==> src/rtl/eq_band_if.sv <==
// Bus bundle between the EQ band scheduler, the ADC/DAC paths and the shared band-filter unit.
interface eq_band_if #(
    parameter int DW = 16
);
    logic                 i_sample_valid;
    logic signed [DW-1:0] i_sample;
    logic [2:0]           i_offset;
    logic                 i_gain_we;
    logic [2:0]           i_gain_band;
    logic signed [15:0]   i_gain_val;
    logic                 i_clear;
    logic                 o_req;
    logic [2:0]           o_band;
    logic signed [DW-1:0] o_req_data;
    logic                 i_ack;
    logic                 i_resp_valid;
    logic signed [DW-1:0] i_resp_data;
    logic signed [DW-1:0] o_data;
    logic                 o_done;
    logic                 o_busy;
    logic [7:0]           o_overrun;

    modport slave (
        input  i_sample_valid, i_sample, i_offset, i_gain_we, i_gain_band, i_gain_val,
        input  i_clear, i_ack, i_resp_valid, i_resp_data,
        output o_req, o_band, o_req_data, o_data, o_done, o_busy, o_overrun
    );

    modport master (
        output i_sample_valid, i_sample, i_offset, i_gain_we, i_gain_band, i_gain_val,
        output i_clear, i_ack, i_resp_valid, i_resp_data,
        input  o_req, o_band, o_req_data, o_data, o_done, o_busy, o_overrun
    );
endinterface

==> src/rtl/eq_band_scheduler.sv <==
// Time-multiplexes one band-filter unit over all EQ bands per ADC sample, weighting each
// band response by its stored gain and emitting one attenuated, saturated sample.
module eq_band_scheduler #(
    parameter int NBAND    = 6,
    parameter int DW       = 16,
    parameter int GAIN_ONE = 16
) (
    input  logic      i_clk,
    input  logic      i_rst,
    eq_band_if.slave  bus
);
    localparam int AW = 24;
    localparam logic signed [AW-1:0] SAT_HI = AW'((64'sd1 <<< (DW-1)) - 64'sd1);
    localparam logic signed [AW-1:0] SAT_LO = ~SAT_HI;

    typedef enum logic [2:0] {S_IDLE, S_ISSUE, S_WAIT, S_ACCUM, S_OUTPUT} state_t;

    state_t               r_state;
    logic [2:0]           r_band;
    logic signed [DW-1:0] r_resp;
    logic signed [AW-1:0] r_acc;
    logic                 r_req;
    logic signed [DW-1:0] r_req_data;
    logic signed [DW-1:0] r_data;
    logic                 r_done;
    logic                 r_busy;
    logic [7:0]           r_overrun;
    logic signed [4:0]    r_gain [0:NBAND];

    logic signed [4:0]    w_gain;
    logic signed [AW-1:0] w_resp_ext;
    logic signed [AW-1:0] w_weight;
    logic signed [AW-1:0] w_term;
    logic signed [AW-1:0] w_shifted;
    logic [1:0]           w_shift;

    function automatic logic signed [4:0] clamp_gain(input logic signed [15:0] v);
        if (v > 16'sd12)       clamp_gain = 5'sd12;
        else if (v < -16'sd12) clamp_gain = -5'sd12;
        else                   clamp_gain = v[4:0];
    endfunction

    function automatic logic signed [DW-1:0] sat_dw(input logic signed [AW-1:0] v);
        if (v > SAT_HI)      sat_dw = SAT_HI[DW-1:0];
        else if (v < SAT_LO) sat_dw = SAT_LO[DW-1:0];
        else                 sat_dw = v[DW-1:0];
    endfunction

    // Weighted contribution of the captured response; a gain write in the same cycle lands after this read.
    assign w_gain     = r_gain[r_band];
    assign w_resp_ext = {{(AW-DW){r_resp[DW-1]}}, r_resp};
    assign w_weight   = AW'(GAIN_ONE) + {{(AW-5){w_gain[4]}}, w_gain};
    assign w_term     = (w_resp_ext * w_weight) >>> 3'd4;
    assign w_shift    = (bus.i_offset > 3'd3) ? 2'd3 : bus.i_offset[1:0];
    assign w_shifted  = r_acc >>> w_shift;

    // Band sequencing FSM with registered request/output signals.
    always_ff @(posedge i_clk or posedge i_rst) begin
        if (i_rst) begin
            r_state    <= S_IDLE;
            r_band     <= 3'd0;
            r_resp     <= '0;
            r_acc      <= '0;
            r_req      <= 1'b0;
            r_req_data <= '0;
            r_data     <= '0;
            r_done     <= 1'b0;
            r_busy     <= 1'b0;
        end else if (bus.i_clear) begin
            r_state <= S_IDLE;
            r_band  <= 3'd0;
            r_acc   <= '0;
            r_req   <= 1'b0;
            r_done  <= 1'b0;
            r_busy  <= 1'b0;
        end else begin
            r_done <= 1'b0;
            case (r_state)
                S_IDLE: begin
                    if (bus.i_sample_valid) begin
                        r_req_data <= bus.i_sample;
                        r_band     <= 3'd0;
                        r_acc      <= '0;
                        r_req      <= 1'b1;
                        r_busy     <= 1'b1;
                        r_state    <= S_ISSUE;
                    end
                end
                S_ISSUE: begin
                    if (bus.i_ack) begin
                        r_req   <= 1'b0;
                        r_state <= S_WAIT;
                    end
                end
                S_WAIT: begin
                    if (bus.i_resp_valid) begin
                        r_resp  <= bus.i_resp_data;
                        r_state <= S_ACCUM;
                    end
                end
                S_ACCUM: begin
                    r_acc <= r_acc + w_term;
                    if (r_band == 3'(NBAND)) begin
                        r_state <= S_OUTPUT;
                    end else begin
                        r_band  <= r_band + 3'd1;
                        r_req   <= 1'b1;
                        r_state <= S_ISSUE;
                    end
                end
                S_OUTPUT: begin
                    r_data  <= sat_dw(w_shifted);
                    r_done  <= 1'b1;
                    r_busy  <= 1'b0;
                    r_state <= S_IDLE;
                end
                default: begin
                    r_req   <= 1'b0;
                    r_busy  <= 1'b0;
                    r_state <= S_IDLE;
                end
            endcase
        end
    end

    // Gain table writes and dropped-sample counter; clear overrides a simultaneous write or sample.
    always_ff @(posedge i_clk or posedge i_rst) begin
        if (i_rst) begin
            for (int b = 0; b <= NBAND; b++) r_gain[b] <= 5'sd0;
            r_overrun <= 8'd0;
        end else begin
            if (bus.i_clear) begin
                for (int b = 0; b <= NBAND; b++) r_gain[b] <= 5'sd0;
            end else if (bus.i_gain_we && (bus.i_gain_band <= 3'(NBAND))) begin
                r_gain[bus.i_gain_band] <= clamp_gain(bus.i_gain_val);
            end
            if (!bus.i_clear && bus.i_sample_valid && (r_state != S_IDLE) && (r_overrun != 8'hFF)) begin
                r_overrun <= r_overrun + 8'd1;
            end
        end
    end

    assign bus.o_req      = r_req;
    assign bus.o_band     = r_band;
    assign bus.o_req_data = r_req_data;
    assign bus.o_data     = r_data;
    assign bus.o_done     = r_done;
    assign bus.o_busy     = r_busy;
    assign bus.o_overrun  = r_overrun;
endmodule

==> src/flat_wrapper.sv <==
// flat-port wrapper written by rule: the top's interface ports become plain ports
module eq_band_scheduler_flat 
#(
    parameter int NBAND    = 6,
    parameter int DW       = 16,
    parameter int GAIN_ONE = 16
)
  (i_clk, i_rst, bus_i_sample_valid, bus_i_sample, bus_i_offset, bus_i_gain_we, bus_i_gain_band, bus_i_gain_val, bus_i_clear, bus_i_ack, bus_i_resp_valid, bus_i_resp_data, bus_o_req, bus_o_band, bus_o_req_data, bus_o_data, bus_o_done, bus_o_busy, bus_o_overrun);
  eq_band_if #(.DW(DW)) bus_i ();
  input  logic i_clk;
  input  logic i_rst;
  input wire logic [$bits(bus_i.i_sample_valid)-1:0] bus_i_sample_valid;
  input wire logic [$bits(bus_i.i_sample)-1:0] bus_i_sample;
  input wire logic [$bits(bus_i.i_offset)-1:0] bus_i_offset;
  input wire logic [$bits(bus_i.i_gain_we)-1:0] bus_i_gain_we;
  input wire logic [$bits(bus_i.i_gain_band)-1:0] bus_i_gain_band;
  input wire logic [$bits(bus_i.i_gain_val)-1:0] bus_i_gain_val;
  input wire logic [$bits(bus_i.i_clear)-1:0] bus_i_clear;
  input wire logic [$bits(bus_i.i_ack)-1:0] bus_i_ack;
  input wire logic [$bits(bus_i.i_resp_valid)-1:0] bus_i_resp_valid;
  input wire logic [$bits(bus_i.i_resp_data)-1:0] bus_i_resp_data;
  output wire logic [$bits(bus_i.o_req)-1:0] bus_o_req;
  output wire logic [$bits(bus_i.o_band)-1:0] bus_o_band;
  output wire logic [$bits(bus_i.o_req_data)-1:0] bus_o_req_data;
  output wire logic [$bits(bus_i.o_data)-1:0] bus_o_data;
  output wire logic [$bits(bus_i.o_done)-1:0] bus_o_done;
  output wire logic [$bits(bus_i.o_busy)-1:0] bus_o_busy;
  output wire logic [$bits(bus_i.o_overrun)-1:0] bus_o_overrun;
  assign bus_i.i_sample_valid = bus_i_sample_valid;
  assign bus_i.i_sample = bus_i_sample;
  assign bus_i.i_offset = bus_i_offset;
  assign bus_i.i_gain_we = bus_i_gain_we;
  assign bus_i.i_gain_band = bus_i_gain_band;
  assign bus_i.i_gain_val = bus_i_gain_val;
  assign bus_i.i_clear = bus_i_clear;
  assign bus_i.i_ack = bus_i_ack;
  assign bus_i.i_resp_valid = bus_i_resp_valid;
  assign bus_i.i_resp_data = bus_i_resp_data;
  assign bus_o_req = bus_i.o_req;
  assign bus_o_band = bus_i.o_band;
  assign bus_o_req_data = bus_i.o_req_data;
  assign bus_o_data = bus_i.o_data;
  assign bus_o_done = bus_i.o_done;
  assign bus_o_busy = bus_i.o_busy;
  assign bus_o_overrun = bus_i.o_overrun;
  eq_band_scheduler #(.NBAND(NBAND), .DW(DW), .GAIN_ONE(GAIN_ONE)) u_core (.i_clk(i_clk), .i_rst(i_rst), .bus(bus_i));
endmodule
==> config.mk <==
export PLATFORM = sky130hd
export DESIGN_NAME = eq_band_scheduler_flat
export DESIGN_NICKNAME = d
export VERILOG_FILES = /design/src/rtl/eq_band_if.sv /design/src/rtl/eq_band_scheduler.sv /design/src/flat_wrapper.sv
export SDC_FILE = /design/constraint.sdc
export NUM_CORES = 1
export LEC_CHECK = 0
export ABC_AREA = 1
export ABC_CLOCK_PERIOD_IN_PS = 8400
export BUFFER_PORTS_ARGS = -buffer_cell sky130_fd_sc_hd__buf_2
export CAP_MARGIN = 30
export CORE_MARGIN = 5
export CORE_UTILIZATION = 40
export DETAILED_ROUTE_END_ITERATION = 7
export SETUP_SLACK_MARGIN = 0.3
export SLEW_MARGIN = 20
export SYNTH_ARGS = -nofsm -noshare
export SYNTH_HDL_FRONTEND = slang
export SYNTH_SLANG_ARGS = --single-unit
export TNS_END_PERCENT = 50
==> constraint.sdc <==
create_clock -name i_clk -period 8.4 [get_ports i_clk]
set_clock_uncertainty 0.1 [all_clocks]
set_input_delay 0.42 -clock i_clk [delete_from_list [all_inputs] [get_ports i_clk]]
set_output_delay 0.42 -clock i_clk [all_outputs]
set_load 0.005 [all_outputs]
==> reports/metrics.cfg <==
[status]
outcome=finished, final reports clean

[worst_setup_path]
critPathLaunchType=flip-flop
slowest_delay_ns=0.69
cpMostUsedCell=inv_1
crit_buf_inv=7
cp.required_ns=8.61
crit_slowest_cell=dfrtp_1
path_max_fanout=21
critPathKind=reg2reg
cp-end-kind=flip-flop
crit_arrival_ns=7.64
crit_family=adder cells

[timing]
fin_crit_sh_pct=88.5
slew_violations=0
finalHoldViolCount=0
max_slew_margin_pct=43.3
setup-tns-final_ns=0
tightest_slew_ns=0.849
max_freq_ghz=0.134
finalSetupViolCount=0
rsz0062_at_grt=false
period_needed_ns=7.44

[clocking]
hold_buffers=1
cts_buffers=17
htree_levels=4
cts.sinks=124
post_cts_buffers=0
clk_latency_ns=0.43
cts-root-buf=clkbuf_16
tritoncts=yes
cts_buffer_depth=2
clkTransAtPathRegs_ns=0.07
cts_resized=0

[place]
hpwl_um=20200
portBuffers=106
gp_congestion=0.900

[synth]
synth_area_um2=10300
yosysWarnings=0
dominantRegCellSynth=dfrtp_1
synth_edf_count=0
syn_inst=1325
yosysUniqueCellTypes=49
avgSynthCellArea_um2=7.75
ys_seq_elements=124
ys_seq_area_share_pct=30.2
synthesis.nets=1522
synthArstFlopShare_pct=100

[route]
drt_iter0_markers=590
drc=0
num_vias=8896
ant_nets=0
drtPass1Iterations=5
vias_per_cell=5.03
routedWlPerCell_um=14.5
totalWireLength_um=25600

[global_routing]
use_met2_pct=29.7
grt.total_usage_pct=18.4
grt_use_met3_pct=4.00
busiest_layer=met2
grt_max_degree=54
first_global_vias=9099
antenna_found_initial=0
grt_first_pass_wirelength_um=44100
grtUsageMet1_pct=25.0
grt_overflow=0

[flow_run]
cap_violations=0

[cells_and_area]
drive_above_1_share_pct=14.0
nets=1622
n_antenna_cell=0
layout_commonest_cell=inv_1
area_growth_pct=14.3
final_cell_mix=220 x inv_1, 204 x nand2_1, 164 x nor2_1

[hold_path]
min_path_type=in2reg

[floorplanning]
rows=58
core_um2=25300
io_pins=107
fp.dieH_um=170
die_area_um2=29000
die_x_um=170
initial_core_util_pct=40.7

==> flip-flops by register name, indices dropped and copies added (netlist names) <==
name and flops:
u_core.bus.o_band 3, u_core.bus.o_busy 1, u_core.bus.o_data 16, u_core.bus.o_done 1, u_core.bus.o_overrun 8, u_core.bus.o_req 1, u_core.bus.o_req_data 16, u_core.r_acc 24
u_core.r_gain 35, u_core.r_resp 16, u_core.r_state 3
==> final timing paths <==
| kind | start | end | slack [ns] | cells after the start |
|---|---|---|---|---|
| max | u_core.bus.o_band[0] | u_core.r_acc[23] | 0.96 | 31 |
| min | bus_i_sample[0] | u_core.bus.o_req_data[0] | 0.12 | 2 |
| max reg2reg | u_core.bus.o_band[0] | u_core.r_acc[23] | 0.96 | 31 |
| max in group asynchronous | i_rst | u_core.bus.o_data[13] | 6.58 | 5 |
| min in group asynchronous | i_rst | u_core.bus.o_req_data[0] | 0.52 | 3 |
| min reg2reg | u_core.bus.o_data[15] | u_core.bus.o_data[15] | 0.39 | 2 |
==> final cells by class <==
type                    instances  area (um^2)
fillers                      2591        13500
multi-input cells             940         6160
flip-flops and latches        124         3100
inverters                     229          862
repair buffers                113          621
clock buffers                  17          425
well taps                     330          413
clock inverters                15          153
==> metrics by stage <==
step | cells | setup slack, ns | instance area [um^2] | hold WS [ns] | utilization (%)
finish | 1768 | 0.964 | 11700 | 0.123 | 46.5
global route | 1768 | 0.340 | 11700 | 0.111 | 46.5
CTS | 1765 | 0.986 | 11700 | 0.105 | 46.3
detailed placement | 1732 | 1.02 | 11100 | 0.378 | 44.0
global placement | 1731 | 1.15 | 11100 | 0.370 | 43.9
floorplan | 1325 | 1.96 | 10300 | 0.373 | -
==> synthesized netlist by cell type (3+ instances only) <==
cell        n  area (um^2)
a21o_1      4         30.0
nor4_1      6         37.5
fa_1       51         1020
o32ai_1     7         61.3
o211ai_1    5         37.5
clkbuf_1   25         93.8
a21oi_2    10         87.6
inv_2       6         22.5
o21ai_1    15         75.1
inv_1     221          830
or2_2       4         25.0
o22ai_1    23          144
a21oi_1    86          430
nand3_1    73          365
o21ai_0    90          450
xor2_1     24          210
and2_1      3         18.8
o31ai_1     4         30.0
buf_2       3         15.0
nor3_1      7         35.0
nor2_1    164          616
mux2i_1     4         40.0
mux2_2     17          191
nand2_1   204          766
nand2_2    11         68.8
ha_1       85         1060
dfrtp_1   124         3100
xnor2_1    10         87.6
nor2_2      4         25.0
nand4_1     8         50.1
==> cell families (layout without fill, tap and decap cells) <==
family	Yosys count	in the layout	synth area share, %
simple gates	489	489	19.9
mux	21	21	2.25
fa+ha+maj	136	136	20.3
flops	124	124	30.2
buf+inv	261	374	9.80
xor+xnor	34	34	2.90
compound gates	260	260	14.6
==> metal layers <==
layer  vias to the layer above  routed length [um]
li1                       4502                   -
met1                      4147               12200
met2                       214               11500
met3                        33                1390
met4                         0                 534
met5                         -                   0
Power is left out: the tool's default activity adds up to more than one toggle a clock period on the data nets, which glitch-free logic cannot reach.
